--- src/rtl/ps2_kbd_rx.sv ---
// PS/2 keyboard receiver: synchronise and filter the pads, decode 11-bit frames,
// and queue good scancodes in a small first-word-fall-through FIFO.
module ps2_kbd_rx #(
  parameter int unsigned C_clk_hz     = 25000000,
  parameter int unsigned C_filter     = 8,
  parameter int unsigned C_timeout_us = 2000,
  parameter int unsigned C_fifo_log2  = 3
) (
  input  logic       clk,
  input  logic       reset,
  input  logic       ps2_clk,
  input  logic       ps2_data,
  input  logic       rd,
  output logic [7:0] dout,
  output logic       valid,
  output logic       frame_err,
  output logic       overflow
);

  localparam int unsigned TimeoutCycles = (C_clk_hz / 1000000) * C_timeout_us;
  localparam int unsigned ToW           = $clog2(TimeoutCycles + 1);
  localparam int unsigned FltW          = $clog2(C_filter + 1);
  localparam int unsigned Depth         = 1 << C_fifo_log2;
  localparam int unsigned PtrW          = C_fifo_log2 + 1;

  typedef enum logic [1:0] {StIdle, StData, StParity, StStop} state_e;

  // Input path: two-flop synchronisers, index 0 = clock line, 1 = data line
  logic [1:0] sync0_q, sync1_q;
  logic [1:0] filt_q;
  logic [FltW-1:0] fcnt_q [2];
  logic fclk_prev_q;

  always_ff @(posedge clk or posedge reset) begin
    if (reset) begin
      sync0_q     <= 2'b11;
      sync1_q     <= 2'b11;
      filt_q      <= 2'b11;
      fcnt_q[0]   <= '0;
      fcnt_q[1]   <= '0;
      fclk_prev_q <= 1'b1;
    end else begin
      sync0_q     <= {ps2_data, ps2_clk};
      sync1_q     <= sync0_q;
      fclk_prev_q <= filt_q[0];
      for (int i = 0; i < 2; i++) begin
        if (sync1_q[i] == filt_q[i]) begin
          fcnt_q[i] <= '0;
        end else if (fcnt_q[i] == FltW'(C_filter - 1)) begin
          filt_q[i] <= sync1_q[i];
          fcnt_q[i] <= '0;
        end else begin
          fcnt_q[i] <= fcnt_q[i] + FltW'(1);
        end
      end
    end
  end

  logic evt, bit_in;
  assign evt    = fclk_prev_q & ~filt_q[0];
  assign bit_in = filt_q[1];

  // Frame decoder
  state_e         state_q;
  logic [7:0]     shift_q;
  logic [2:0]     bitcnt_q;
  logic           par_ok_q;
  logic [ToW-1:0] to_cnt_q;
  logic           to_hit;
  logic           push;

  assign to_hit = (state_q != StIdle) && !evt && (to_cnt_q == ToW'(TimeoutCycles - 1));
  assign push   = (state_q == StStop) && evt && bit_in && par_ok_q;

  always_ff @(posedge clk or posedge reset) begin
    if (reset) begin
      state_q   <= StIdle;
      shift_q   <= '0;
      bitcnt_q  <= '0;
      par_ok_q  <= 1'b0;
      to_cnt_q  <= '0;
      frame_err <= 1'b0;
    end else begin
      frame_err <= 1'b0;
      if (state_q == StIdle || evt) begin
        to_cnt_q <= '0;
      end else begin
        to_cnt_q <= to_cnt_q + ToW'(1);
      end
      if (to_hit) begin
        state_q   <= StIdle;
        frame_err <= 1'b1;
        to_cnt_q  <= '0;
      end else if (evt) begin
        unique case (state_q)
          StIdle: begin
            if (!bit_in) begin
              shift_q  <= '0;
              bitcnt_q <= '0;
              state_q  <= StData;
            end
          end
          StData: begin
            shift_q  <= {bit_in, shift_q[7:1]};
            bitcnt_q <= bitcnt_q + 3'd1;
            if (bitcnt_q == 3'd7) state_q <= StParity;
          end
          StParity: begin
            par_ok_q <= ^{shift_q, bit_in};
            state_q  <= StStop;
          end
          StStop: begin
            if (!(bit_in && par_ok_q)) frame_err <= 1'b1;
            state_q <= StIdle;
          end
          default: state_q <= StIdle;
        endcase
      end
    end
  end

  // FIFO with an extra wrap bit on each pointer to tell full from empty
  logic [7:0]      mem_q [Depth];
  logic [PtrW-1:0] wptr_q, rptr_q;
  logic            empty, full, pop, wr_en;

  assign empty = (wptr_q == rptr_q);
  assign full  = (wptr_q[PtrW-1] != rptr_q[PtrW-1]) &&
                 (wptr_q[PtrW-2:0] == rptr_q[PtrW-2:0]);
  assign pop   = rd && !empty;
  assign wr_en = push && (!full || pop);
  assign valid = !empty;
  assign dout  = empty ? 8'h00 : mem_q[rptr_q[PtrW-2:0]];

  always_ff @(posedge clk or posedge reset) begin
    if (reset) begin
      wptr_q   <= '0;
      rptr_q   <= '0;
      overflow <= 1'b0;
    end else begin
      if (wr_en) wptr_q <= wptr_q + PtrW'(1);
      if (pop) rptr_q <= rptr_q + PtrW'(1);
      if (push && full && !pop) overflow <= 1'b1;
    end
  end

  always_ff @(posedge clk) begin
    if (wr_en) mem_q[wptr_q[PtrW-2:0]] <= shift_q;
  end

endmodule

--- config.mk ---
export PLATFORM = sky130hd
export DESIGN_NAME = ps2_kbd_rx
export DESIGN_NICKNAME = d
export VERILOG_FILES = /design/src/rtl/ps2_kbd_rx.sv
export SDC_FILE = /design/constraint.sdc
export NUM_CORES = 1
export LEC_CHECK = 0
export CORE_ASPECT_RATIO = 0.75
export CORE_MARGIN = 2
export CORE_UTILIZATION = 55
export CTS_CLUSTER_SIZE = 8
export DETAILED_ROUTE_END_ITERATION = 12
export PLACE_DENSITY = 0.76
export SYNTH_ARGS = -nofsm -noshare
export SYNTH_HDL_FRONTEND = slang
export SYNTH_SLANG_ARGS = --single-unit
--- constraint.sdc ---
create_clock -name clk -period 4.7 [get_ports clk]
set_input_delay 0.705 -clock clk [delete_from_list [all_inputs] [get_ports clk]]
set_output_delay 0.705 -clock clk [all_outputs]
set_load 0.1 [all_outputs]
==> key figures <==
Route
  • Residual DRC: 0
  • Final WL: 9.06 mm
  • ANT nets after route: 0
  • Post-DR wirelength/cell: 17.9 µm
  • DR pass1 iterations: 4
  • Routed vias: 2856
  • Iter 0 DRT Violations: 187
  • Drt via density: 5.63

Cells and area
  • Area of the multi-input gates: 1720 µm²
  • Most frequent cells in the layout: edfxtp_1, dfrtp_1, nor2_1
  • Layout cells sized above 1: 22.2%
  • Fillers: 625
  • Final net count: 383
  • Finished Core Util: 67.2%
  • Most common cell after layout, fill and taps aside: edfxtp_1
  • Reg area: 3310 µm²
  • Ant. Diodes: 0
  • Final Instance Area: 6080 µm²
  • Area growth, synth to finish: 18.4%

Worst setup path
  • Critical path capture point type: output port
  • Crit path buffers/inverters: 2
  • Critical Path AT: 3.16 ns
  • R2R Setup Slk: 1.85 ns
  • Slowest-stage cell, CP: clkdlybuf4s50_1
  • Critical path type: reg2out
  • Critical path startpoint category: register
  • Max FO, Critical Path: 11
  • Crit path required time: 3.99 ns
  • Crit-path cells: buf_4 > mux4_2 > mux2i_1 > nor2_1 > clkdlybuf4s50_1
  • Max stage delay on crit path: 0.99 ns
  • CP top delay family: buffers and inverters

Floorplanning
  • Starting Density: 56.7%
  • # rows: 30
  • Ports: 16
  • Full die area: 10100 µm²
  • Die Y-Extent: 87.7 µm
  • Core Box Area: 9050 µm²
  • Chip width: 116 µm

Placed design
  • Area after DPL: 5430 µm²
  • Worst slack at placement: 1.24 ns
  • GP Congestion: 0.758
  • HPWL after detailed placement: 5.60 mm
  • Port Buffers: 15

Hold path
  • Tightest Hold Check Type: reg2reg

Synth
  • Prevailing post-synth register cell: edfxtp_1
  • Number of synthesized flops with an enable pin: 64
  • Distinct cells, synth: 55
  • Syn Area/Cell: 15.2 µm²
  • Synth warn: 0
  • Post-Syn Nets: 355
  • Mapped Cells: 338
  • #FFs+latches synth: 119
  • Ys async rst share: 46.2%
  • Register area share after synthesis: 64.4%
  • Mapped Area: 5130 µm²

Timing
  • Final min period: 3.86 ns
  • Final setup fails: 0
  • Tcrit/Tclk final: 82.1%
  • RSZ-0062 raised after global routing: no
  • Rel. slew slack: 25.1%
  • Max Transition Viols Final: 0
  • Clk_skew: 0.00730 ns
  • Worst-Margin Slew: 1.12 ns
  • Final Hold Viols: 0
  • Achievable Freq: 259 MHz
  • Final WS setup: 0.839 ns
  • Setup TNS Final: 0 ns

Clock tree
  • # resized after CTS: 0
  • Reg clk slew, reported paths: 0.05 ns
  • Num CTS Buffers: 17
  • Root buf cell: clkbuf_16
  • Clk_lat worst skew: 0.41 ns
  • Post CTS Setup Buffer Count: 0
  • H-tree depth: 4
  • Clk sinks: 119
  • Clk buf depth: 2
  • CTS tree: built
  • CTS Hold Buffers Added: 0

Power
  • Peak VDD IR: 0.000343 V
  • Power Dens Cells: 476 nW/µm²
  • Leak: 0.00234 µW
  • Tot Pwr: 2890 µW

Global routing
  • Vias in the first global route: 2811
  • Antenna violations before repair: 0
  • Largest net degree at the start of global routing: 31
  • GRT Overall Usage: 20.6%
  • Gr ovfl total: 0
  • First-pass GRT wire length: 14.9 mm

Outcome
  • Outcome: finished clean

Run
  • Max_cap viols: 0
[flip-flops by register name, indices dropped and copies added, names as in the netlist, 2 cells and up]
register  cells
sync1_q       2
sync0_q       2
wptr_q        4
fcnt_q        8
state_q       2
bitcnt_q      3
mem_q        64
rptr_q        4
filt_q        2
shift_q       8
to_cnt_q     16
[path summary, 6_finish.rpt]
| path | startpoint | end | cells after the start |
|---|---|---|---|
| max | rptr_q[0]$_DFFE_PP0P_ | dout[5] | 5 |
| min | sync0_q[1]$_DFF_PP1_ | sync1_q[1]$_DFF_PP1_ | 0 |
| max reg2reg | fclk_prev_q$_DFF_PP1_ | mem_q[2][4]$_DFFE_PP_ | 4 |
| min reg2reg | sync0_q[1]$_DFF_PP1_ | sync1_q[1]$_DFF_PP1_ | 0 |
| max in group asynchronous | reset | wptr_q[0]$_DFFE_PP0P_ | 3 |
| min in group asynchronous | reset | shift_q[0]$_DFFE_PP0P_ | 2 |
[per-layer routing]
| layer | track usage (%) | up-vias | part of all wire, % |
|---|---|---|---|
| met5 | 0 | - | 0 |
| met4 | 8.54 | 0 | 1.6 |
| met3 | 7.54 | 13 | 5.0 |
| met2 | 29.9 | 88 | 47 |
| met1 | 28.5 | 1435 | 46 |
| li1 | - | 1320 | - |
[kinds of logic after synthesis]
| group | after synthesis | synth area share (%) |
|---|---|---|
| flops | 119 | 64.4 |
| simple gates | 98 | 10.7 |
| xor+xnor | 33 | 5.90 |
| mux | 30 | 9.95 |
| compound gates | 24 | 3.66 |
| buf+inv | 22 | 2.44 |
| fa+ha+maj | 12 | 2.93 |
[Yosys cell counts (all sizes together), types with 9 or more instances]
library cell | n | area, µm²
nand3 | 11 | 77.6
ha | 12 | 150
xor2 | 9 | 78.8
a22o | 10 | 87.6
mux2i | 9 | 90.1
dfrtp | 48 | 1200
edfxtp | 64 | 1920
xnor2 | 23 | 201
mux4 | 16 | 360
nand2 | 15 | 63.8
buf | 11 | 71.3
nor2 | 30 | 113
[power breakdown]
part           total (µW)  switching, µW  internal [µW]
Combinational         272            160            111
Clock                1390            462            927
Sequential           1230           64.5           1170
Total                2890            687           2210
[metrics by stage]
stage	cells	hold slack (ns)
final	507	0.356
after global routing	507	0.359
after CTS	507	0.358
after detailed placement	475	0.350
after global placement	475	0.347
after floorplan	338	0.345
[layout make-up]
type                       count  share of cell area [%]
clock buffer                  23                    8.40
tap                          128                    2.64
clock inverter                 9                    2.22
timing repair buffer          24                    3.58
inverter                       7                   0.474
sequential                   119                    54.4
multi-input combinational    197                    28.3
[worst register-to-register path, stage by stage, from the launching register on]
cell,delay [ns]
dfstp_2,0.51
nor2b_1,0.42
and4_1,0.42
o21ai_4,0.17
nor4b_2,0.94
No activity file was read; power rests on OpenSTA's default activity.
